<file path="config.mk">
export PLATFORM = sky130hd
export DESIGN_NAME = seq_pattern_detector
export DESIGN_NICKNAME = d
export VERILOG_FILES = /design/src/rtl/pattern_pkg.sv /design/src/rtl/tick_pulse_stretcher.sv /design/src/rtl/seq_pattern_detector.sv
export SDC_FILE = /design/constraint.sdc
export NUM_CORES = 1
export LEC_CHECK = 0
export ABC_AREA = 1
export BUFFER_PORTS_ARGS = -buffer_cell sky130_fd_sc_hd__buf_4
export CAP_MARGIN = 20
export CORE_UTILIZATION = 55
export DETAILED_ROUTE_END_ITERATION = 6
export PLACE_DENSITY = 0.88
export SKIP_LAST_GASP = 1
export SYNTH_ARGS = -nofsm -noshare
export SYNTH_HDL_FRONTEND = slang
export SYNTH_SLANG_ARGS = --single-unit
</file>
<file path="constraint.sdc">
create_clock -name clk -period 4.15 [get_ports clk]
set_clock_uncertainty 0.05 [all_clocks]
set_input_delay 0 -clock clk [delete_from_list [all_inputs] [get_ports clk]]
set_output_delay 0 -clock clk [all_outputs]
set_load 0.05 [all_outputs]
</file>
<file path="src/rtl/pattern_pkg.sv">
// Shared constants for the serial pattern detector: default pattern, LED FSM encoding
// and the rate of the shared hold tick.
package pattern_pkg;

    localparam int         PATTERN_LEN_DEF = 7;
    localparam logic [6:0] PATTERN_DEF     = 7'b1011001;
    localparam int         TICK_HZ         = 1000;

    typedef enum logic {
        ST_IDLE = 1'b0,
        ST_HOLD = 1'b1
    } led_state_t;

endpackage

</file>
<file path="src/rtl/tick_pulse_stretcher.sv">
// Stretches a single-cycle trigger into a hold that lasts HOLD_TICKS tick periods;
// a trigger while holding restarts the hold.
module tick_pulse_stretcher
    import pattern_pkg::*;
#(
    parameter int HOLD_TICKS = 500
) (
    input  logic clk,
    input  logic rst,
    input  logic trig,
    input  logic tick,
    output logic active
);

    localparam int HW = $clog2(HOLD_TICKS + 1);

    led_state_t    state;
    led_state_t    stateNext;
    logic [HW-1:0] holdCnt;
    logic [HW-1:0] holdNext;

    always_ff @(posedge clk or posedge rst) begin
        if (rst) begin
            state   <= ST_IDLE;
            holdCnt <= '0;
        end else begin
            state   <= stateNext;
            holdCnt <= holdNext;
        end
    end

    // A trigger always reloads, so a coincident tick is simply not counted.
    always_comb begin
        stateNext = state;
        holdNext  = holdCnt;
        case (state)
            ST_IDLE: begin
                if (trig) begin
                    stateNext = ST_HOLD;
                    holdNext  = HW'(HOLD_TICKS);
                end
            end
            ST_HOLD: begin
                if (trig) begin
                    holdNext = HW'(HOLD_TICKS);
                end else if (tick) begin
                    if (holdCnt == HW'(1)) begin
                        stateNext = ST_IDLE;
                        holdNext  = '0;
                    end else begin
                        holdNext = holdCnt - HW'(1);
                    end
                end
            end
            default: begin
                stateNext = ST_IDLE;
                holdNext  = '0;
            end
        endcase
    end

    assign active = (state == ST_HOLD);

endmodule

</file>
<file path="src/rtl/seq_pattern_detector.sv">
// Watches the accepted serial bit stream, flags when the newest PATTERN_LEN bits equal
// PATTERN, counts matches and drives a tick-timed LED hold.
module seq_pattern_detector
    import pattern_pkg::*;
#(
    parameter int                     PATTERN_LEN = PATTERN_LEN_DEF,
    parameter logic [PATTERN_LEN-1:0] PATTERN     = PATTERN_LEN'(PATTERN_DEF),
    parameter bit                     OVERLAP     = 1'b1,
    parameter int                     HOLD_TICKS  = 500,
    parameter int                     CNT_W       = 8
) (
    input  logic                   clk,
    input  logic                   rst,
    input  logic                   tick,
    input  logic                   bit_valid,
    input  logic                   bit_in,
    input  logic                   clr,
    output logic [PATTERN_LEN-1:0] history,
    output logic                   pattern_hit,
    output logic                   hit_led,
    output logic [CNT_W-1:0]       hit_count
);

    localparam int FW = $clog2(PATTERN_LEN + 1);

    logic [FW-1:0]          fill;
    logic [FW-1:0]          nextFill;
    logic [PATTERN_LEN-1:0] nextHist;
    logic                   match;

    // bit_valid is a one-cycle strobe with no back-pressure: bit_in is consumed on the
    // rising edge where bit_valid is high, and clr on the same edge discards it.
    always_comb begin
        nextHist = {history[PATTERN_LEN-2:0], bit_in};
        nextFill = (fill == FW'(PATTERN_LEN)) ? fill : fill + FW'(1);
        match    = bit_valid && !clr && (nextHist == PATTERN) && (nextFill == FW'(PATTERN_LEN));
    end

    always_ff @(posedge clk or posedge rst) begin
        if (rst) begin
            history     <= '0;
            fill        <= '0;
            pattern_hit <= 1'b0;
            hit_count   <= '0;
        end else if (clr) begin
            history     <= '0;
            fill        <= '0;
            pattern_hit <= 1'b0;
            hit_count   <= '0;
        end else begin
            pattern_hit <= match;
            if (bit_valid) begin
                history <= nextHist;
                fill    <= (match && !OVERLAP) ? '0 : nextFill;
            end
            if (match && (hit_count != {CNT_W{1'b1}})) begin
                hit_count <= hit_count + CNT_W'(1);
            end
        end
    end

    tick_pulse_stretcher #(
        .HOLD_TICKS(HOLD_TICKS)
    ) u_stretch (
        .clk   (clk),
        .rst   (rst),
        .trig  (match),
        .tick  (tick),
        .active(hit_led)
    );

endmodule

</file>
After elaboration in Yosys (flattened, before gate mapping). Cells that the tools add are included.

Bits in registers: 29. Bits in latches: 0. Memory bits (writable): 0. ROM bits: 0. Input bits: 6. Output and inout port bits: 17. Word-level logic and storage cells: 43. Memories kept: 0.

Add/sub/neg operators: 3. Multipliers: 0. Div/mod/pow operators: 0. Magnitude comparators: 0. Eq/ne operators: 7. Shifts and indexed selects: 0. Mux-type cells: 18. Bitwise logic cells: 1. Reduce and logical (&&, ||, !) cells: 8.

Operators by type and width (count): 9-bit 2-to-1 mux (4); 9-bit one-hot mux with 2 select lines (1); 8-bit 2-to-1 mux (2); 7-bit 2-to-1 mux (2); 9-bit by 1-bit equality test with 1-bit output, second input constant (1); 3-bit 2-to-1 mux (3); 9-bit by 1-bit subtractor with 9-bit output, second input constant (1); 8-bit by 1-bit adder with 8-bit output, second input constant (1); 8-bit inequality test, second input constant (1); 7-bit equality test, second input constant (1); 3-bit equality test, second input constant (2); 1-bit 2-to-1 mux (5); 1-bit logical AND (4); 2-bit nonzero test (2); 3-bit by 1-bit adder with 3-bit output, second input constant (1); 3-bit inequality test, second input constant (1); 2-bit inequality test, second input constant (1); 1-bit one-hot mux with 2 select lines (1); 2-bit AND reduction (1); 1-bit logical NOT (1); 1-bit NOT (1).

Logic depth before layout (Yosys ltp). Gate-level depths: netlist of the first run.

Depth in word-level cells: 7. Depth in mapped cells: 10. Mapped depth without buffers: 10.

By module. Synthesis of the first run repeated with hierarchy kept, for this count alone.

Cell total of the unflattened synthesis: 218. Area total of the unflattened synthesis: 1711.6 um^2.

By module, submodules not included: seq_pattern_detector (instances 1, cells an instance 136, area each 1073.5 um^2, seq. area each 475.5 um^2); tick_pulse_stretcher (instances 1, cells an instance 82, area each 638.1 um^2, seq. area each 250.2 um^2).

Least setup slack after synthesis of the first run. Ideal clock, no wire load.

Path type: reg-to-reg. Start: register hit_count[0]. End: register hit_count[0]. Library setup time: 0.119 ns. Data arrival time: 1.638 ns. Data required time: 3.981 ns. Setup slack: 2.343 ns. Cell stages (with the launch flop): 9. Buffers on the path: 0. Clock period less this slack: 1.807 ns. Path through: dfrtp_1 -> ha_1 -> nand3_1 -> nor2_2 -> nand3_2 -> nand3_4 -> nand2_4 -> nand2_1 -> nand2_1.

Cells in the longest elaborated chain, start to end: 3. Elaborated cells between the ends (all ways): 6. Classes of those cells: add/sub (1); eq/ne (1); mux (2); reduce/logical (2).

RTL lines: start: declaration (line seq_pattern_detector.sv:21) `output logic [CNT_W-1:0] hit_count`; start signal: assignment (line seq_pattern_detector.sv:57) `hit_count <= hit_count + CNT_W'(1);`; 8-bit by 1-bit adder with 8-bit output or 8-bit inequality test (tied branches) (line seq_pattern_detector.sv:57, seq_pattern_detector.sv:56); 8-bit 2-to-1 mux or 1-bit logical AND (tied branches) (line seq_pattern_detector.sv:56) `if (match && (hit_count != {CNT_W{1'b1}})) begin`; 8-bit 2-to-1 mux or 2-bit nonzero test (tied branches).

Parallel ways exist; a longest one is shown, timed or not. The select of a mux whose other input is x is not followed. A chain may end at the register's enable or synchronous reset.

Worst setup path in the final report of the first run.
Start: register fill[0]. End: register u_stretch.holdCnt[8].

Cells in the longest elaborated chain, start to end: 6. Elaborated cells between the ends (all ways): 10. Classes of those cells: add/sub (1); eq/ne (4); mux (3); reduce/logical (2).

RTL lines: start: declaration (line seq_pattern_detector.sv:26) `logic [FW-1:0] fill;`; start signal: assignment (line seq_pattern_detector.sv:54) `fill <= (match && !OVERLAP) ? '0 : nextFill;`; 3-bit by 1-bit adder with 3-bit output or 3-bit equality test (tied branches) (line seq_pattern_detector.sv:35) `nextFill = (fill == FW'(PATTERN_LEN)) ? fill : fill + FW'(1);`; 3-bit 2-to-1 mux (*) (line seq_pattern_detector.sv:35); 3-bit equality test (*) (line seq_pattern_detector.sv:36) `match = bit_valid && !clr && (nextHist == PATTERN) && (nextFill == FW'(PATTERN_LEN));`; 1-bit logical AND (*) (line seq_pattern_detector.sv:36); 9-bit 2-to-1 mux, or another cell as far along (line tick_pulse_stretcher.sv:44) `if (trig) begin`; 9-bit one-hot mux with 2 select lines or 2-bit AND reduction (tied branches); end signal: assignment (line tick_pulse_stretcher.sv:28) `holdCnt <= holdNext;`; end: declaration (line tick_pulse_stretcher.sv:19) `logic [HW-1:0] holdCnt;`.

Mark *: on every way between the ends. The rest lies on a longest branch, timed or not.

==> metrics, run 1 <==
post-synthesis cell type count=27; RSZ-0062 raised after global routing=no; Layout area overhead=18.0%; grt ovf=0; Ys Warns=0; clock buffer depth=2; Mapped Cells=228; Post-Syn Nets=238; ANT cells=0; WL final=3850 um; final worst setup slack=2410 ps; Main synth FF type=dfrtp_1; r2r endpoint=u_stretch.holdCnt[8]$_DFFE_PP0P_; slew of the pin with the lowest slew margin=599 ps; Hold WC Path Type=input pin to asynchronous set/reset pin; Pwr Density=254 nW/um^2; crit end category=flop; fin util=71.3%; gr usage total=25.9%; Remaining DRCs=1; register area share after synthesis=42.1%; final hold vios=0; Worst Reg-to-Reg Cells=9; R2R Setup Slk=2410 ps; Via-to-Cell Ratio=5.53; first-pass GRT wire length=6580 um; initial antenna violation count=0; vias in the first global route=1,540; total power=0.516 mW; Max Slew Vio Count=0; CTS buffer count=5; grt met2 use=47.6%; Worst-Skew Late Latency=330 ps; Vias=1,615; routability congestion estimate=0.848; clock sink count=29; Leakage=1.05 nW; Post-synth EDFFs=0; GR peak layer=met2; Nets=270; Setup WS pre-CTS=2470 ps; most common cell after layout, fill and taps aside=nand2_1; crit share post-route=41.9%; Crit path arrival time=1950 ps; Avg WL per Cell=13.2 um; clock period minus worst slack=1740 ps; H-tree Lvls=2; setup TNS=0 ps; Die Footprint=3360 um^2; CTS resizes=0; Mapped Area=1720 um^2; io pins=23; fraction of layout cells with a size suffix above 1=18.4%; Worst IR Drop VDD=0.230 mV; pin count of the biggest net entering global routing=17; asr flop ratio synth=100%; # port buffers=22; FP Rows=19; most frequent cells in the layout=nand2_1 (57), nor2_1 (34), dfrtp_1 (29), inv_1 (25), buf_4 (22); # fillers=227; Core Area=2850 um^2; GR Util met3=6.03%; CTS tree=built; DR iter-0 viols=96; ANT nets after route=0; Final setup viols=0; starting density of the core=60.4%; failing checks=design-rule violations; critical path required time=4360 ps; CTS root buffer=clkbuf_4; Yosys reg bits=29; Crit Path Max Fanout=11; status=finished with violations; MaxCap Viol Count=0; dpl hpwl=2790 um; Chip Width=58.0 um; slew margin rel.=60.0%; global routing usage on met1=29.7%; Detailed Routing Iterations Pass 1=6; Clock Pin Slew Worst Setup and Hold Paths=100 ps; WS Path Type=flop to flop; Syn Area/Cell=7.56 um^2; fmax=575 MHz; Die Ht=58.0 um; worst r2r src=fill[0]$_DFFE_PP0P_; Worst Setup Start Kind=flop
worst max-delay path by stage:
stage	startpoint	endpoint	slack (ps)
2_1_floorplan	hit_count[0]$_DFFE_PP0P_	hit_count[0]$_DFFE_PP0P_	2340
3_3_place_gp	fill[0]$_DFFE_PP0P_	u_stretch.holdCnt[8]$_DFFE_PP0P_	2500
3_5_place_dp	fill[0]$_DFFE_PP0P_	u_stretch.holdCnt[8]$_DFFE_PP0P_	2470
4_1_cts	fill[0]$_DFFE_PP0P_	u_stretch.holdCnt[8]$_DFFE_PP0P_	2430
5_1_grt	fill[0]$_DFFE_PP0P_	u_stretch.holdCnt[8]$_DFFE_PP0P_	2290
6_report	fill[0]$_DFFE_PP0P_	u_stretch.holdCnt[8]$_DFFE_PP0P_	2410
critical path, stage by stage (launching register included):
cell	delay, ps
dfrtp_1	420
ha_1	310
inv_2	30
nand2_1	60
nand2_2	100
nor2_8	120
nand3_2	220
nand2_1	200
nor2_1	70
nor2_1	90
power breakdown:
group	total (mW)	internal, mW	switching, mW	leakage [nW]
clock network	0.167	0.0674	0.0994	0.0265
logic	0.0584	0.0203	0.0381	0.625
registers	0.291	0.286	0.00432	0.396
total	0.516	0.374	0.142	1.05
final cells by class:
cell class	count	area, um^2	share of cell area (%)
timing repair buffer	29	253	12.4
sequential	29	726	35.7
inverter	31	121	5.97
multi-input combinational	164	846	41.6
tap	31	38.8	1.91
clock buffer	8	48.8	2.40
timing repair:
| action | CTS | global route |
|---|---|---|
| hold buffers | 6 | 0 |
| hold endpoints to repair | 24 | 0 |
| buffers inserted | 0 | 0 |
synthesized netlist by cell type (3+ instances only):
cell type   n  share of area (%)
o21ai_1     7                2.0
nand3_1    21                6.1
nand4_1     5                1.8
nor2_2      5                1.8
inv_1      25                5.4
ha_1        4                2.9
inv_2       4               0.87
o22ai_1     8                2.9
nor2_1     34                7.4
a21oi_1     5                1.5
dfrtp_1    29                 42
nand2_2     3                1.1
nand2_1    57                 12
kinds of logic (layout without fill, tap and decap cells):
| kind of cell | Yosys count | count (layout) | share of synthesized area, % |
|---|---|---|---|
| adders and majority gates | 4 | 4 | 2.90 |
| DFF | 29 | 29 | 42.1 |
| buffers and inverters | 35 | 68 | 8.79 |
| xor gates and xnor gates | 3 | 3 | 1.53 |
| and+or+nand+nor | 135 | 135 | 37.5 |
| AOI/OAI and AO/OA | 22 | 22 | 7.12 |
sequential cells by signal, indices dropped and copies added, names as in the netlist:
register           cells
fill                   3
history                7
hit_count              8
pattern_hit            1
u_stretch.active       1
u_stretch.holdCnt      9
through the flow:
stage	hold slack, ps	area (um^2)	cells
after floorplan	28.1	1720	228
after global placement	209	1900	277
after detailed placement	59.7	1920	278
after CTS	260	2030	292
after global routing	285	2030	292
final	234	2030	292
routing by layer:
layer | vias up | wire length [um]
li1 | 794 | -
met1 | 761 | 1640
met4 | 0 | 59
met3 | 7 | 156
met2 | 53 | 1990
met5 | - | 0
Power figures use the tool's default switching activity.
==> inputs of run 2 (changes only) <==
==> constraint.sdc (replaced) <==
create_clock -name clk -period 1.65 [get_ports clk]
set_clock_uncertainty 0.05 [all_clocks]
set_input_delay 0 -clock clk [delete_from_list [all_inputs] [get_ports clk]]
set_output_delay 0 -clock clk [all_outputs]
set_load 0.05 [all_outputs]
==> run 2 against run 1 <==
Against the previous run: the run ends with design-rule violations, negative setup slack left; count of clock-buffer cells in the layout fell by 1; combinational power rose to 2.9 times the previous value; maximum frequency increased by 4.5%; setup slack got worse by 2400 ps; die area unchanged; clock power increased to 3.1 times the previous value; first-iteration DRC count increased by 10%; wire length up 24%; cell area rose by 12%; utilization up 8.3 points; critical endpoint is now hit_count[1]$_DFFE_PP0P_.
==> metrics, run 2 (synthesis results as in run 1) <==
starting density of the core=60.4%; Max Slew Vio Count=0; clock buffer depth=2; Crit Path Max Fanout=4; ANT nets after route=0; clock sink count=29; slowest stage cell, crit path=dfrtp_1; Clock Pin Slew Worst Setup and Hold Paths=100 ps; Pwr Density=624 nW/um^2; first-pass GRT wire length=6680 um; routability congestion estimate=0.911; setup TNS=-13.9 ps; crit end category=flop; Avg WL per Cell=15.4 um; most frequent cells in the layout=nand2_1 (52), buf_4 (33), nor2_1 (32), dfrtp_1 (27), inv_1 (23); crit-path cells=ha_4 > inv_2 > nand2_2 > nand2_4 > nor2_8 > buf_4 > nand3_4 > nand3_1 > nand2_1; crit share post-route=101%; Setup WS pre-CTS=-39.2 ps; WL final=4770 um; initial antenna violation count=0; Worst Setup Start Kind=flop; gr usage total=26.8%; Worst path max stage delay=440 ps; Chip Width=58.0 um; vias in the first global route=1,570; # fillers=179; RSZ-0062 raised after global routing=yes; Vias=1,725; Worst-Skew Late Latency=350 ps; Detailed Routing Iterations Pass 1=6; Core Area=2850 um^2; H-tree Lvls=2; DR iter-0 viols=106; dpl hpwl=2690 um; Regs by FF count=u_stretch.holdCnt (9), hit_count (8), history (7); final worst setup slack=-13.9 ps; Crit path arrival time=1850 ps; final hold vios=0; Hold WC Path Type=input pin to asynchronous set/reset pin; FP Rows=19; grt ovf=0; MaxCap Viol Count=0; Layout area overhead=31.7%; pin count of the biggest net entering global routing=30; # port buffers=22; clock period minus worst slack=1660 ps; fmax=601 MHz; Via-to-Cell Ratio=5.58; Die Footprint=3360 um^2; Nets=287; CTS tree=built; status=finished with violations; fraction of layout cells with a size suffix above 1=29.9%; CTS root buffer=clkbuf_4; slew margin rel.=63.7%; CTS buffer count=5; slew of the pin with the lowest slew margin=544 ps; total power=1.42 mW; Remaining DRCs=1; Worst IR Drop VDD=0.581 mV; WS Path Type=flop to flop; largest register by flop count=u_stretch.holdCnt; ANT cells=0; Die Ht=58.0 um; most common cell after layout, fill and taps aside=nand2_1; io pins=23; max reg flops=9; Multi-input gate area=938 um^2; critical path required time=1840 ps; failing checks=design-rule violations, negative setup slack; Leakage=1.13 nW; register area=728 um^2; Final setup viols=1
run 2: worst paths after layout:
check / to / from / slack, ps / depth (start not counted)
max: hit_count[1]$_DFFE_PP0P_ / fill[0]$_DFFE_PP0P_ / -10 / 9
min: u_stretch.holdCnt[1]$_DFFE_PP0P_ / rst / 240 / 4
max reg2reg: hit_count[1]$_DFFE_PP0P_ / fill[0]$_DFFE_PP0P_ / -10 / 9
min reg2reg: history[6]$_DFFE_PP0P_ / history[6]$_DFFE_PP0P_ / 480 / 2
max in group asynchronous: hit_count[0]$_DFFE_PP0P_ / rst / 1010 / 4
min in group clk: u_stretch.holdCnt[3]$_DFFE_PP0P_ / tick / 420 / 4
run 2: area by class of cell:
cell class	count	area share, %
multi-input cells	165	41.3
flip-flops and latches	29	32.1
repair buffers	45	16.4
inverters	31	5.35
clock buffers	7	2.87
well taps	31	1.71
clock inverters	1	0.221
run 2: repair_timing:
| action | 4_1_cts | 5_1_grt |
|---|---|---|
| pin swaps | 0 | 9 |
| gates resized for setup | 1 | 26 |
| endpoints found under the setup margin | 3 | 15 |
| hold endpoints to repair | 41 | 0 |
| setup buffers | 0 | 11 |
| cloned | 0 | 1 |
| hold buffers | 8 | 0 |
run 2: metal layers:
layer,track usage (%),up-vias,wire [um],share of wire (%)
met3,5.13,15,327,6.9
met1,30.6,806,1830,38
met4,12.6,0,112,2.4
li1,-,828,-,-
met5,0,-,0,0
met2,48.1,76,2490,52
run 2: power breakdown:
group | total [mW] | switching [mW] | internal (mW)
sequential | 0.732 | 0.0109 | 0.721
clock | 0.516 | 0.270 | 0.247
combinational | 0.168 | 0.108 | 0.0593
run 2: worst max-delay path: cells and delay by family, from the launching register on:
family | cells | cell delay (ps)
fa+ha+maj | 1 | 290
simple gates | 6 | 600
flops | 1 | 440
buf+inv | 2 | 180
run 2: metrics by stage:
| step | area (um^2) | cells | hold WS (ps) | util [%] |
|---|---|---|---|---|
| floorplan | 1730 | 228 | 28.0 | - |
| detailed placement | 1930 | 281 | 50.3 | 67.6 |
| global route | 2270 | 309 | 259 | 79.6 |
| global placement | 1930 | 281 | 45.7 | 67.6 |
| finish | 2270 | 309 | 237 | 79.6 |
| CTS | 2090 | 297 | 221 | 73.2 |
